[src/rtl/bin4_bcd_driver_pkg.sv]
// Shared constants and state encoding for the binary-to-BCD display driver.
package bin4_bcd_driver_pkg;

   localparam int unsigned BCD_MAX        = 9999;
   localparam int unsigned BCD_DIGITS     = 4;
   localparam int unsigned DIGIT_W        = 4;
   localparam int unsigned SCRATCH_DIGITS = 5;

   typedef enum logic {
      IDLE  = 1'b0,
      SHIFT = 1'b1
   } state_e;

endpackage

[src/rtl/bin4_bcd_driver_bcd_add3.sv]
// Double-dabble correction cell: a digit of 5 or more gets 3 added before the shift.
module bcd_add3
   import bin4_bcd_driver_pkg::*;
(
   input  logic [DIGIT_W-1:0] digit_i,
   output logic [DIGIT_W-1:0] digit_o
);

   always_comb begin
      digit_o = digit_i;
      if (digit_i >= DIGIT_W'(5)) begin
         digit_o = digit_i + DIGIT_W'(3);
      end
   end

endmodule

[src/rtl/bin4_bcd_driver.sv]
// Sequential shift-and-add-3 converter; digit outputs change only on the done edge.
module bin4_bcd_driver
   import bin4_bcd_driver_pkg::*;
#(
   parameter int unsigned BIN_W    = 14,
   parameter bit          SATURATE = 1'b1
) (
   input  logic             clk,
   input  logic             rst_n,
   input  logic [BIN_W-1:0] bin,
   input  logic             start,
   output logic             busy,
   output logic             done,
   output logic             ovf,
   output logic [3:0]       a0,
   output logic [3:0]       a1,
   output logic [3:0]       a2,
   output logic [3:0]       a3
);

   localparam int unsigned CNT_W = $clog2(BIN_W + 1);
   localparam int unsigned SCR_W = SCRATCH_DIGITS * DIGIT_W;
   localparam int unsigned OUT_W = BCD_DIGITS * DIGIT_W;

   localparam logic [BIN_W-1:0] MAX_BIN    = BIN_W'(BCD_MAX);
   localparam logic [CNT_W-1:0] LAST_CNT   = CNT_W'(BIN_W - 1);
   localparam logic [OUT_W-1:0] SAT_DIGITS = {BCD_DIGITS{DIGIT_W'(9)}};

   state_e           state_q, state_d;
   logic [BIN_W-1:0] bin_q, bin_d;
   logic [SCR_W-1:0] scr_q, scr_d, scr_adj;
   logic [CNT_W-1:0] cnt_q, cnt_d;
   logic             ovf_pend_q, ovf_pend_d;
   logic             ovf_q, ovf_d;
   logic             done_q, done_d;
   logic [OUT_W-1:0] dig_q, dig_d;

   for (genvar g = 0; g < SCRATCH_DIGITS; g++) begin : g_add3
      bcd_add3 u_add3 (
         .digit_i (scr_q[g*DIGIT_W +: DIGIT_W]),
         .digit_o (scr_adj[g*DIGIT_W +: DIGIT_W])
      );
   end

   always_ff @(posedge clk or negedge rst_n) begin
      if (!rst_n) begin
         state_q    <= IDLE;
         bin_q      <= '0;
         scr_q      <= '0;
         cnt_q      <= '0;
         ovf_pend_q <= 1'b0;
         ovf_q      <= 1'b0;
         done_q     <= 1'b0;
         dig_q      <= '0;
      end else begin
         state_q    <= state_d;
         bin_q      <= bin_d;
         scr_q      <= scr_d;
         cnt_q      <= cnt_d;
         ovf_pend_q <= ovf_pend_d;
         ovf_q      <= ovf_d;
         done_q     <= done_d;
         dig_q      <= dig_d;
      end
   end

   always_comb begin
      state_d    = state_q;
      bin_d      = bin_q;
      scr_d      = scr_q;
      cnt_d      = cnt_q;
      ovf_pend_d = ovf_pend_q;
      ovf_d      = ovf_q;
      done_d     = 1'b0;
      dig_d      = dig_q;

      case (state_q)
         IDLE: begin
            if (start) begin
               bin_d      = bin;
               scr_d      = '0;
               cnt_d      = '0;
               ovf_pend_d = (bin > MAX_BIN);
               state_d    = SHIFT;
            end
         end
         SHIFT: begin
            {scr_d, bin_d} = {scr_adj, bin_q} << 1;
            cnt_d          = cnt_q + CNT_W'(1);
            // Final shift: publish the freshly shifted scratch, not the registered one.
            if (cnt_q == LAST_CNT) begin
               state_d = IDLE;
               done_d  = 1'b1;
               ovf_d   = ovf_pend_q;
               dig_d   = (ovf_pend_q && SATURATE) ? SAT_DIGITS : scr_d[OUT_W-1:0];
            end
         end
         default: state_d = IDLE;
      endcase
   end

   assign busy = (state_q == SHIFT);
   assign done = done_q;
   assign ovf  = ovf_q;
   assign a0   = dig_q[0*DIGIT_W +: DIGIT_W];
   assign a1   = dig_q[1*DIGIT_W +: DIGIT_W];
   assign a2   = dig_q[2*DIGIT_W +: DIGIT_W];
   assign a3   = dig_q[3*DIGIT_W +: DIGIT_W];

endmodule

[config.mk]
export PLATFORM = sky130hd
export DESIGN_NAME = bin4_bcd_driver
export DESIGN_NICKNAME = d
export VERILOG_FILES = /design/src/rtl/bin4_bcd_driver_pkg.sv /design/src/rtl/bin4_bcd_driver_bcd_add3.sv /design/src/rtl/bin4_bcd_driver.sv
export SDC_FILE = /design/constraint.sdc
export NUM_CORES = 1
export LEC_CHECK = 0
export CORE_MARGIN = 2
export CORE_UTILIZATION = 45
export CTS_CLUSTER_DIAMETER = 30
export DETAILED_ROUTE_END_ITERATION = 12
export GPL_TIMING_DRIVEN = 1
export PLACE_DENSITY = 0.71
export SYNTH_ARGS = -nofsm -noshare
export SYNTH_HDL_FRONTEND = slang
export SYNTH_SLANG_ARGS = --single-unit
[constraint.sdc]
create_clock -name clk -period 3.7 [get_ports clk]
set_input_delay 0.74 -clock clk [delete_from_list [all_inputs] [get_ports clk]]
set_output_delay 0.74 -clock clk [all_outputs]
set_load 0.005 [all_outputs]
======== Word-level counts from Yosys, hierarchy flattened ========
Cells that the tools add are included.
storage, ports and cells
  register bits ........................... 58
  latch bits .............................. 0
  RAM bits ................................ 0
  ROM bits ................................ 0
  input port bits ......................... 17
  output and inout port bits .............. 19
  logic and storage cells ................. 42
  memories kept ........................... 0
cells by class
  add/subtract/negate cells ............... 6
  $mul .................................... 0
  div/mod/pow operators ................... 0
  order comparisons ....................... 6
  equal/unequal tests ..................... 2
  shifts and indexed selects .............. 0
  muxes and demuxes ....................... 17
  bitwise operators ....................... 1
  reductions and logical operators ........ 2
operators with widths
  operator                count
  $pmux W20 S2            1
  $pmux W14 S2            1
  $ge A4 B3 Y1 const B    5
  $mux W20                1
  $mux W4                 5
  $add A4 B2 Y4 const B   4
  $mux W16                1
  $gt A14 B14 Y1 const B  1
  $mux W14                1
  $pmux W4 S2             1
  $add A4 B1 Y4 const B   1
  $eq A4 B4 Y1 const B    1
  $mux W1                 4
  $reduce_and A2 Y1       2
  $add A3 B2 Y3 const B   1
  $mux W3                 1
  $ne A2 B2 Y1 const B    1
  $pmux W1 S2             1
  $not A1 Y1              1

======== Longest topological paths before layout ========
Gate-level depths: netlist of the first run.
  depth in word-level cells ............... 3
  depth in mapped cells ................... 7
  depth with buffers taken out ............ 6

======== Hierarchy ========
A second synthesis of the first run with hierarchy kept.
second synthesis, totals
  cells, all modules ...................... 264
  area total of the unflattened synthesis .. 2,652.5 um^2
modules (own cells, without submodules)
  module           instances  cells an instance  area each (um^2)  seq. area each (um^2)
  bin4_bcd_driver  1          200                2,247.2           1,351.3
  bcd_add3         4          16                 101.3             0.0

======== Worst setup path after synthesis of the first run ========
No wires, ideal clock.
  path type ............................... input port to flip-flop
  start point ............................. in start
  end point ............................... reg bin_q[13]
  library setup time ...................... 0.135 ns
  arrival time ............................ 1.329 ns
  required time ........................... 3.565 ns
  slack ................................... 2.236 ns
  stages .................................. 4
  path buffers ............................ 2
  cell sequence ........................... buf_4 buf_4 mux2i_1 o21ai_0
on the way
  word-level cells in the longest chain between the ends .. 1
ends and longest elaborated chain
  item                    line                   source
  start, declared         bin4_bcd_driver.sv:11  input logic start,
  $ne A2 B2 Y1 (no line)  -
  end signal, assigned    bin4_bcd_driver.sv:57  bin_q <= bin_d;
  end, declared           bin4_bcd_driver.sv:30  logic [BIN_W-1:0] bin_q, bin_d;
Every way passes these cells.
A chain may end at the register's enable or synchronous reset.

======== Worst setup path after layout of the first run ========
  start point ............................. in start
  end point ............................... reg cnt_q[3]
on the way
  word-level cells in the longest chain between the ends .. 1
ends and longest elaborated chain
  item                    line                   source
  $ne A2 B2 Y1 (no line)  -
  end signal, assigned    bin4_bcd_driver.sv:59  cnt_q <= cnt_d;
  end, declared           bin4_bcd_driver.sv:32  logic [CNT_W-1:0] cnt_q, cnt_d;
Every way passes these cells.

==> results of run 1 <==
## worst reg2reg max path, cell delays in order (launching register included)
cell and delay [ns]:
dfrtp_1 0.41, inv_1 0.08, ha_1 0.15, nand4_2 0.37
nor2_2 0.61, a22o_1 0.22
## power by group
group	internal, mW	switching (mW)
combinational	0.596	0.526
clock	0.135	0.179
sequential	0.853	0.198
## per-layer routing
layer | GRT usage (%) | vias to the layer above | wire length [um]
met5 | 0 | - | 0
met4 | 3.90 | 0 | 44
met3 | 3.48 | 6 | 183
met2 | 27.0 | 36 | 2240
met1 | 22.9 | 901 | 2390
li1 | - | 911 | -
## kinds of logic (layout without fill, tap and decap cells)
| logic type | Yosys count | in the layout | synth area share (%) |
|---|---|---|---|
| flip-flops | 54 | 54 | 51.8 |
| AO/OA/AOI/OAI | 60 | 60 | 14.6 |
| multiplexers | 25 | 25 | 9.60 |
| buffers and inverters | 25 | 58 | 4.51 |
| XOR/XNOR | 6 | 6 | 2.02 |
| adder cells (fa/ha/maj) | 10 | 10 | 4.80 |
| AND/OR/NAND/NOR | 66 | 66 | 12.7 |
## sequential cells by signal, summed over array words and instances, names as in the netlist
signal      flops
ovf_pend_q      1
bin_q          14
ovf             1
done            1
scr_q          16
cnt_q           4
busy            1
dig_q          16
## through the flow
step / cell area (sq um) / power [mW] / setup slack (ns) / hold WS (ns) / util, %
3_5_place_dp: 2990 / 2.20 / 1.34 / 0.460 / 54.0
3_3_place_gp: 2990 / 2.16 / 1.40 / 0.449 / 54.0
5_1_grt: 3070 / 2.71 / 1.56 / 0.494 / 55.5
4_1_cts: 3070 / 2.52 / 1.67 / 0.469 / 55.5
2_1_floorplan: 2610 / 1.81 / 2.24 / 0.444 / -
6_report: 3070 / 2.49 / 1.69 / 0.445 / 55.5
## synthesized netlist by cell type
| cell | instances |
|---|---|
| xnor2_1 | 5 |
| nor2_2 | 1 |
| clkbuf_1 | 2 |
| nor2_1 | 12 |
| o21ai_0 | 20 |
| o31ai_1 | 3 |
| nand2_1 | 26 |
| a31o_2 | 1 |
| dfrtp_1 | 54 |
| a21oi_2 | 4 |
| nor4_1 | 1 |
| nand3_1 | 2 |
| xor2_1 | 1 |
| ha_1 | 10 |
| inv_1 | 12 |
| a2111oi_0 | 1 |
| buf_2 | 7 |
| and2_1 | 1 |
| nor3_1 | 4 |
| mux2i_1 | 25 |
| a21oi_1 | 15 |
| nand2b_1 | 7 |
| a21o_1 | 8 |
| nand4_2 | 1 |
| nor3b_1 | 11 |
| buf_4 | 4 |
| a22o_1 | 8 |
## final timing paths
check | cells after the start | startpoint | endpoint | slack, ns
worst max-delay path | 4 | start | cnt_q[3] | 1.69
worst min-delay path | 1 | rst_n | scr_q[3] | 0.44
worst max register to register | 5 | cnt_q[1] | dig_q[9] | 1.80
worst min register to register | 2 | dig_q[0] | dig_q[0] | 0.47
max in group asynchronous | 2 | rst_n | scr_q[7] | 2.47
min in group clk | 2 | dig_q[0] | dig_q[0] | 0.47
## cell type report
cell class | instances | area, sq um | share of cell area (%)
inverter | 12 | 45.0 | 1.47
multi-input combinational | 167 | 1140 | 37.0
tap | 72 | 90.1 | 2.93
timing repair buffer | 38 | 368 | 12.0
clock buffer | 8 | 80.1 | 2.60
sequential | 54 | 1350 | 44.0
==> Implementation_results.wiki, run 1 <==
{| class="wikitable"
! Metric !! Value
|-
| Number of filler instances in the final layout || 527
|-
| Global route overflow || 0
|-
| CTS sink cnt || 54
|-
| Count of pins on the block boundary || 36
|-
| Kind of cell with the highest combined delay on the critical path || buffers and inverters
|-
| Max Freq || approximately 0.5 GHz
|-
| Overall die height || about 80 um
|-
| Post-Synthesis Net Count || around 270
|-
| Number of global-route vias before repair || between 1.5k and 2k
|-
| Sequential-to-total area share from yosys stat || 51.8%
|-
| Buffer count from post-CTS setup fixing || 0
|-
| Critical Path End Type || register
|-
| Startpoint type of the worst setup path || primary input
|-
| Unrepaired setup endpoints after global routing || false
|-
| Mapped Area || 2610 sq um
|-
| Overall track demand over capacity in global routing || ~17%
|-
| Warnings, synthesis || 0
|-
| Via-per-instance ratio || around 5.3
|-
| Number of antenna violations at the first check in global routing || 0
|-
| GP Congestion || 0.769
|-
| DR iter-0 viols || 57
|-
| Dpl hpwl || about 3400 um
|-
| Resize count post-CTS || 0
|-
| Remaining antenna violation count || 0
|-
| Most frequent cells in the layout || dfrtp_1, clkdlybuf4s50_1, nand2_1
|-
| Delay of the slowest critical-path stage || 0.75 ns
|-
| Hold/Removal Path Class || in -> async
|-
| Average size of a mapped cell || between 10 and 15 sq um
|-
| Critical path data required time || ~3.9 ns
|-
| Hold-fix buffer count after cts || 0
|-
| Cell with the largest stage delay on the worst path || clkdlybuf4s50_1
|-
| Final total negative setup slack || 0 ns
|-
| Fin. max-slew vios || 0
|-
| Final setup violation count || 0
|-
| Routed wirelength normalized by instance count || between 10 and 15 um
|-
| Register clock-pin slew on the reported worst setup and hold paths || ~0.09 ns
|-
| Cell area power density || 809 nW/um^2
|-
| Worst ir drop on vdd || roughly 0.00031 V
|-
| NumNets Final || between 300 and 400
|-
| Max FO, Critical Path || 18
|-
| Max capacitance violation total || 0
|-
| Die Area || ~6400 sq um
|-
| Largest cells by area after synthesis || dfrtp_1, mux2i_1, ha_1
|-
| Count of input and output buffers || 35
|-
| Total vias in the final route || between 1.5k and 2k
|-
| Gate count of the mapped netlist || between 200 and 250
|-
| Htree depth || 2
|-
| Cell at the root of the clock tree || clkbuf_8
|-
| Unique masters post-synth || 27
|-
| Status || finished, final reports clean
|-
| Critical-path cell list || clkdlybuf4s50_1 > buf_4 > nor2_1 > a22o_1
|-
| Antenna cells || 0
|-
| Library cell with the largest summed area after synthesis || dfrtp_1
|-
| Pin slew with the least headroom to its limit || 0.629 ns
|-
| Share of cells above drive strength 1 || 6.09%
|-
| Post-detailed-route DRC marker count || 0
|-
| Leakage power || roughly 1.5 nW
|-
| Fin. Hold Viols || 0
|-
| Synthesis-to-finish area growth || 17.9%
|-
| Area share of the largest cell type after synthesis || between 50% and 60%
|-
| Final worst clock skew || slightly below 0.01 ns
|-
| Final non-filler cell total || about 350
|-
| Detailed-route wire length || ~4900 um
|-
| # placed instances || 343
|-
| Maximum count of clock buffers along a single path || 2
|-
| Class of the most critical setup path || in -> reg
|-
| Die boundary width || ~80 um
|-
| Buf+Inv Stages, Crit Path || 2
|-
| Standard-cell row count || 27
|-
| Clock insertion delay at the later pin of the skew report || approximately 0.30 ns
|-
| Commonest non-fill, non-tap cell in the layout || dfrtp_1
|-
| CTS tree || built
|-
| Final critical delay including setup and external delays || about 2.0 ns
|-
| Initial cell density of the core || 47.1%
|-
| Share of the clock period used by the worst path after layout || between 50% and 60%
|-
| Pin count of the biggest net entering global routing || slightly above 60
|-
| FF+latch count, synth || 54
|-
| Number of optimization iterations in the first detailed-route pass || 4
|-
| CTS Buf Count || 5
|-
| Data arrival at the endpoint of the critical path || roughly 2.2 ns
|-
| Max transition margin || about 58%
|-
| Global-route wire length before repair || a little over 8000 um
|-
| Core area || 5540 sq um
|}
(Power assumes the default switching activity.)
==> inputs of run 2 (changes only) <==
Clock period 3.7 ns to 1.9 ns, I/O delays scaled along.
==> run 2 against run 1 <==
Against the previous run:
- power up 110%
- flip-flop and latch count unchanged
- combinational power up 100%
- die area unchanged
- clock-buffer cell count down 2
- clock skew up 0.00056 ns
- sequential power up 96%
- critical path depth up 3
- final cell count up 2.3%
- worst hold slack better by 0.047 ns
- critical path type is now reg -> reg
==> Implementation_results.wiki, run 2 (synthesis results as in run 1) <==
{| class="wikitable"
! Metric !! Value
|-
| Number of antenna violations at the first check in global routing || 0 (unchanged)
|-
| Switching share of power || 34.7% (was 36.3%)
|-
| Setup crit start || cnt_q[1] (was start)
|-
| Die Area || 6420 sq um (unchanged)
|-
| Remaining antenna violation count || 0 (unchanged)
|-
| Max Freq || approximately 0.6 GHz
|-
| CTS sink cnt || 54 (unchanged)
|-
| Critical path data required time || 2.14 ns (was 3.89 ns)
|-
| Cell area power density || 1620 nW/um^2 (was 809 nW/um^2)
|-
| Registers with the highest flip-flop counts || dig_q: 16 flops, scr_q: 16 flops, bin_q: 14 flops (unchanged)
|-
| Clock insertion delay at the later pin of the skew report || 0.31 ns (was 0.30 ns)
|-
| Count of pins on the block boundary || 36 (unchanged)
|-
| Final critical delay including setup and external delays || ~1.7 ns
|-
| GP Congestion || 0.791 (was 0.769)
|-
| Leakage power || 1.53 nW (was 1.45 nW)
|-
| Count of input and output buffers || 35 (unchanged)
|-
| Detailed-route wire length || 5000 um (was 4860 um)
|-
| Via-per-instance ratio || 5.24 (was 5.28)
|-
| Initial cell density of the core || 47.1% (unchanged)
|-
| Hold/Removal Path Class || reg -> reg (was in -> async)
|-
| Register clock-pin slew on the reported worst setup and hold paths || 0.10 ns (was 0.09 ns)
|-
| Final worst clock skew || 0.0105 ns (was 0.00994 ns)
|-
| Global route overflow || 0 (unchanged)
|-
| Share of cells above drive strength 1 || 9.41% (was 6.09%)
|-
| Pin count of the biggest net entering global routing || 40 (was 62)
|-
| Sequential cell area || 1350 sq um (unchanged)
|-
| Post-layout util || 58.2% (was 55.5%)
|-
| Standard-cell row count || 27 (unchanged)
|-
| Synthesis-to-finish area growth || 23.7% (was 17.9%)
|-
| Global-route wire length before repair || 8800 um (was 8310 um)
|-
| Overall track demand over capacity in global routing || 17.6% (was 16.6%)
|-
| Htree depth || 2 (unchanged)
|-
| NumNets Final || 313 (was 305)
|-
| Max FO, Critical Path || 11 (was 18)
|-
| Dpl hpwl || 3680 um (was 3400 um)
|-
| Maximum count of clock buffers along a single path || 2 (unchanged)
|-
| Core area || 5540 sq um (unchanged)
|-
| Antenna cells || 0 (unchanged)
|-
| Class of the most critical setup path || reg -> reg (was in -> reg)
|-
| DR iter-0 viols || 102 (was 57)
|-
| Most common cell on crit path || inv_1
|-
| Area of the multi-input gates || 1140 sq um (unchanged)
|-
| Unrepaired setup endpoints after global routing || false (unchanged)
|-
| Resize count post-CTS || 0 (unchanged)
|-
| Fin. max-slew vios || 0 (unchanged)
|-
| Start point of the worst min-delay path || ovf
|-
| Hold Slack || 0.492 ns (was 0.445 ns)
|-
| Delay of the slowest critical-path stage || 0.41 ns (was 0.75 ns)
|-
| Number of optimization iterations in the first detailed-route pass || 4 (unchanged)
|-
| Startpoint type of the worst setup path || register (was primary input)
|-
| Share of the clock period used by the worst path after layout || around 88%
|-
| Overall die height || 80.1 um (unchanged)
|-
| Worst ir drop on vdd || 0.000594 V (was 0.000315 V)
|-
| Post-detailed-route DRC marker count || 0 (unchanged)
|-
| Max capacitance violation total || 0 (unchanged)
|-
| CTS Buf Count || 5 (unchanged)
|-
| Internal cell power || 3.42 mW (was 1.58 mW)
|-
| CTS tree || built (unchanged)
|-
| Status || finished, final reports clean (unchanged)
|-
| Max transition margin || 74.0% (was 58.0%)
|-
| Total vias in the final route || 1880 (was 1854)
|-
| Final total negative setup slack || 0 ns (unchanged)
|-
| Routed wirelength normalized by instance count || 13.9 um (about the same)
|-
| Post-layout power || 5.24 mW (was 2.49 mW)
|-
| Die boundary width || 80.1 um (unchanged)
|-
| Cell at the root of the clock tree || clkbuf_8 (unchanged)
|-
| P_sw || 1.82 mW (was 903 uW)
|-
| Most frequent cells in the layout || dfrtp_1, clkdlybuf4s50_1, nand2_1 (unchanged)
|-
| Cell with the largest stage delay on the worst path || dfrtp_1 (was clkdlybuf4s50_1)
|-
| Final setup violation count || 0 (unchanged)
|-
| Critical Path End Type || register (unchanged)
|-
| Power share of the sequential group || 39.3% (was 42.3%)
|-
| Pin slew with the least headroom to its limit || 0.380 ns (was 0.629 ns)
|-
| Critical-path cell list || inv_1 > ha_1 > nand4_2 > buf_4 > inv_1 > o21ai_0 > nand2_1 (was clkdlybuf4s50_1 > buf_4 > nor2_1 > a22o_1)
|-
| Fin. Hold Viols || 0 (unchanged)
|-
| FF-to-FF Start || cnt_q[1] (unchanged)
|-
| Number of global-route vias before repair || 1926 (was 1747)
|-
| Commonest non-fill, non-tap cell in the layout || dfrtp_1 (unchanged)
|-
| Fraction of power consumed by combinational cells || 42.9% (was 45.1%)
|-
| Data arrival at the endpoint of the critical path || 1.92 ns (was 2.20 ns)
|-
| Proportion of power drawn by the clock network || 17.8% (was 12.6%)
|-
| Number of filler instances in the final layout || 478 (was 527)
|}
## run 2: cell count changes in the layout (fill, tap and decap cells not counted), sizes merged
cell | previous run | this run
buf | 4 | 11
bufinv | 0 | 2
clkbuf | 8 | 6
dlygate4sd3 | 0 | 1
## run 2: worst paths after layout
path | end | slack (ns) | cells after the start
worst min-delay path | ovf | 0.49 | 2
worst max-delay path | dig_q[0] | 0.23 | 7
max in group asynchronous | bin_q[11] | 0.89 | 3
worst max register to register | dig_q[0] | 0.23 | 7
min in group asynchronous | ovf | 0.50 | 2
worst min register to register | ovf | 0.49 | 2
## run 2: cell type report
cell class              count  area share, %
flip-flops and latches     54           41.9
multi-input cells         167           35.3
repair buffers             46           14.1
well taps                  72           2.79
clock buffers               6           2.56
clock inverters             2           1.86
inverters                  12           1.40
## run 2: power by group through the flow
stage | registers (mW) | logic, mW | clock network, mW
finish | 2.06 | 2.25 | 0.933
global route | 2.13 | 2.56 | 1.01
CTS | 2.06 | 2.28 | 0.958
detailed placement | 2.08 | 2.28 | 0
global placement | 2.07 | 2.20 | 0
floorplan | 2.00 | 1.53 | 0
## run 2: timing repair
action / in CTS / in global routing
hold endpoints to repair: 13 / 0
buffers inserted: 0 / 0
hold buffers: 1 / 0
## run 2: layer usage
metal / share of wire (%) / GRT usage (%)
met1: 47 / 22.7
met5: 0 / 0
met3: 4.0 / 2.47
met2: 47 / 30.9
met4: 1.3 / 5.08
## run 2: through the flow
| stage | cell area, sq um | instances | setup slack [ns] |
|---|---|---|---|
| final | 3220 | 359 | 0.230 |
| after floorplan | 2610 | 246 | 0.552 |
| after detailed placement | 3070 | 350 | 0.243 |
| after CTS | 3220 | 359 | 0.229 |
| after global placement | 3070 | 350 | 0.248 |
| after global routing | 3220 | 359 | 0.121 |
## run 2: worst max-delay path, delay by kind of cell (launching register included)
family | cells | cell delay, ns
AND/OR/NAND/NOR | 2 | 0.27
AO/OA/AOI/OAI | 1 | 0.16
flip-flops | 1 | 0.41
adder cells (fa/ha/maj) | 1 | 0.16
buffers and inverters | 3 | 0.61
==> inputs of run 3 (changes only) <==
Settings changed: CORE_UTILIZATION 45 to 54, PLACE_DENSITY 0.71 to 0.82.
Clock period 1.9 ns to 1.7 ns, I/O delays scaled along.
==> run 3 against run 2 <==
Against the previous run:
- power is 6.1% higher
- the run now ends with hold timing left
- critical path depth is 6 lower
- worst setup slack worse by 0.096 ns
- routed wire length is 2.7% lower
- global-route usage is 3.1 points higher
- clock power is 18% lower
==> Implementation_results.wiki, run 3 (synthesis results as in run 1) <==
{| class="wikitable"
! Metric !! Value
|-
| Max FO, Critical Path || 4 (was 11)
|-
| Worst path setup slack after routing || 0.134 ns (was 0.230 ns)
|-
| Cell at the root of the clock tree || clkbuf_8 (unchanged)
|-
| Die Area || 5400 sq um (was 6420 sq um)
|-
| Max Freq || 0.638 GHz
|-
| Max capacitance violation total || 0 (unchanged)
|-
| Worst slack at placement || 0.0889 ns (was 0.243 ns)
|-
| Final worst clock skew || 0.00899 ns (was 0.0105 ns)
|-
| Kind of cell with the highest combined delay on the critical path || buffers and inverters (unchanged)
|-
| Pin slew with the least headroom to its limit || 0.410 ns (was 0.380 ns)
|-
| NumNets Final || 308 (was 313)
|-
| Violations in the final reports || hold timing
|-
| Maximum count of clock buffers along a single path || 2 (unchanged)
|-
| Post-detailed-route DRC marker count || 0 (unchanged)
|-
| Startpoint type of the worst setup path || register (unchanged)
|-
| Critical-path cell list || clkdlybuf4s50_1 (was inv_1 > ha_1 > nand4_2 > buf_4 > inv_1 > o21ai_0 > nand2_1)
|-
| Core area || 4690 sq um (was 5540 sq um)
|-
| Overall die height || 73.5 um (was 80.1 um)
|-
| Detailed-route wire length || 4870 um (was 5000 um)
|-
| Final setup violation count || 0 (unchanged)
|-
| Setup crit start || busy (was cnt_q[1])
|-
| Overall track demand over capacity in global routing || 20.7% (was 17.6%)
|-
| Share of the clock period used by the worst path after layout || around 92%
|-
| Cell area power density || 1780 nW/um^2 (was 1620 nW/um^2)
|-
| CTS Buf Count || 5 (unchanged)
|-
| Delay of the slowest critical-path stage || 0.50 ns (was 0.41 ns)
|-
| Synthesis-to-finish area growth || 19.4% (was 23.7%)
|-
| DR iter-0 viols || 88 (was 102)
|-
| Clock insertion delay at the later pin of the skew report || 0.32 ns (was 0.31 ns)
|-
| Count of input and output buffers || 35 (unchanged)
|-
| Fin. Hold Viols || 10 (was 0)
|-
| Die boundary width || 73.5 um (was 80.1 um)
|-
| Total vias in the final route || 1870 (was 1880)
|-
| Share of cells above drive strength 1 || 8.16% (was 9.41%)
|-
| Routed wirelength normalized by instance count || 14.5 um (was 13.9 um)
|-
| Number of global-route vias before repair || 1916 (was 1926)
|-
| Commonest non-fill, non-tap cell in the layout || dfrtp_1 (unchanged)
|-
| Global-route wire length before repair || 8500 um (was 8800 um)
|-
| Hold Slack || -0.00340 ns (was 0.492 ns)
|-
| Data arrival at the endpoint of the critical path || 1.23 ns (was 1.92 ns)
|-
| Cell with the largest stage delay on the worst path || clkdlybuf4s50_1 (was dfrtp_1)
|-
| Unrepaired setup endpoints after global routing || false (unchanged)
|-
| Number of antenna violations at the first check in global routing || 0 (unchanged)
|-
| Register clock-pin slew on the reported worst setup and hold paths || 0.11 ns (was 0.10 ns)
|-
| Htree depth || 2 (unchanged)
|-
| FF-to-FF Start || cnt_q[1] (unchanged)
|-
| Number of gates on the worst path with buffers counted || 1 (was 7)
|-
| Registers with the highest flip-flop counts || dig_q: 16 flops, scr_q: 16 flops, bin_q: 14 flops (unchanged)
|-
| Max transition margin || 72.6% (was 74.0%)
|-
| Number of optimization iterations in the first detailed-route pass || 4 (unchanged)
|-
| Hold/Removal Path Class || in -> async (was reg -> reg)
|-
| Via-per-instance ratio || 5.57 (was 5.24)
|-
| Critical path data required time || 1.36 ns (was 2.14 ns)
|-
| Leakage power || 1.48 nW (was 1.53 nW)
|-
| Pin count of the biggest net entering global routing || 55 (was 40)
|-
| Standard-cell row count || 25 (was 27)
|-
| Worst ir drop on vdd || 0.000781 V (was 0.000594 V)
|-
| Critical Path End Type || output pin (was register)
|-
| Initial cell density of the core || 55.6% (was 47.1%)
|-
| Hold-fix buffer count after cts || 0 (was 1)
|-
| Final total negative setup slack || 0 ns (unchanged)
|-
| Most frequent cells in the layout || dfrtp_1, clkdlybuf4s50_1, nand2_1 (unchanged)
|-
| Class of the most critical setup path || reg -> out (was reg -> reg)
|-
| Antenna cells || 0 (unchanged)
|-
| Status || finished, violations left (was finished, final reports clean)
|-
| Final critical delay including setup and external delays || around 1.6 ns
|-
| Dpl hpwl || 3450 um (was 3680 um)
|-
| Fin. max-slew vios || 0 (unchanged)
|-
| Buf+Inv Stages, Crit Path || 1 (was 3)
|-
| GP Congestion || 0.768 (was 0.791)
|-
| Global route overflow || 0 (unchanged)
|-
| Remaining antenna violation count || 0 (unchanged)
|-
| Cell count of the worst reg-to-reg path || 5 (was 7)
|-
| Count of pins on the block boundary || 36 (unchanged)
|-
| CTS tree || built (unchanged)
|-
| Post-layout util || 66.4% (was 58.2%)
|-
| CTS sink cnt || 54 (unchanged)
|}
run 3: cell count changes in the layout (fill, tap and decap cells not counted), sizes merged:
cell and change:
buf -4, bufinv -2, clkbuf -1, clkinv +1, clkinvlp +1, dlygate4sd3 -1
inv +1
run 3: path summary, 6_finish.rpt:
check                             to  slack, ns
setup / recovery                busy       0.13
setup reg to reg           dig_q[15]       0.14
hold / removal              dig_q[5]     -0.003
hold reg to reg                  ovf       0.49
max in group asynchronous       busy       1.47
min in group clk                 ovf       0.49
run 3: worst register-to-register path, delay by kind of cell (launching register included):
kind,cells,cell delay [ns]
DFF,1,0.42
AOI/OAI and AO/OA,1,0.49
and+or+nand+nor,2,0.28
buffers and inverters,1,0.09
adders and majority gates,1,0.17
run 3: repair_timing:
action	in CTS	in global routing
hold endpoints to repair	0	0
setup endpoints to repair	0	1
gates resized for setup	0	1
buffers inserted	0	0
run 3: routing by layer:
metal,global-route usage [%],share of wire (%)
met5,0,0
met4,7.27,1.6
met3,5.21,3.7
met2,34.8,48
met1,26.0,47
run 3: power breakdown:
| group | internal [mW] | switching [mW] |
|---|---|---|
| combinational | 1.33 | 1.18 |
| clock | 0.298 | 0.462 |
| sequential | 1.86 | 0.438 |
| total | 3.48 | 2.08 |
run 3: layout make-up:
| cell class | instances | area (sq um) |
|---|---|---|
| inverter | 12 | 45.0 |
| tap | 54 | 67.6 |
| timing repair buffer | 41 | 415 |
| clock buffer | 5 | 68.8 |
| multi-input combinational | 167 | 1140 |
| sequential | 54 | 1350 |
| clock inverter | 3 | 25.0 |
| fill | 369 | 1580 |
run 3: stage by stage:
| stage | hold WS, ns | power (mW) | cells | instance area (sq um) |
|---|---|---|---|---|
| 2_1_floorplan | 0.0444 | 3.95 | 246 | 2610 |
| 3_3_place_gp | 0.360 | 4.70 | 328 | 3020 |
| 3_5_place_dp | 0.355 | 4.84 | 328 | 3020 |
| 4_1_cts | 0.00917 | 5.59 | 336 | 3110 |
| 5_1_grt | 0.00549 | 6.03 | 336 | 3110 |
| 6_report | -0.00340 | 5.56 | 336 | 3110 |
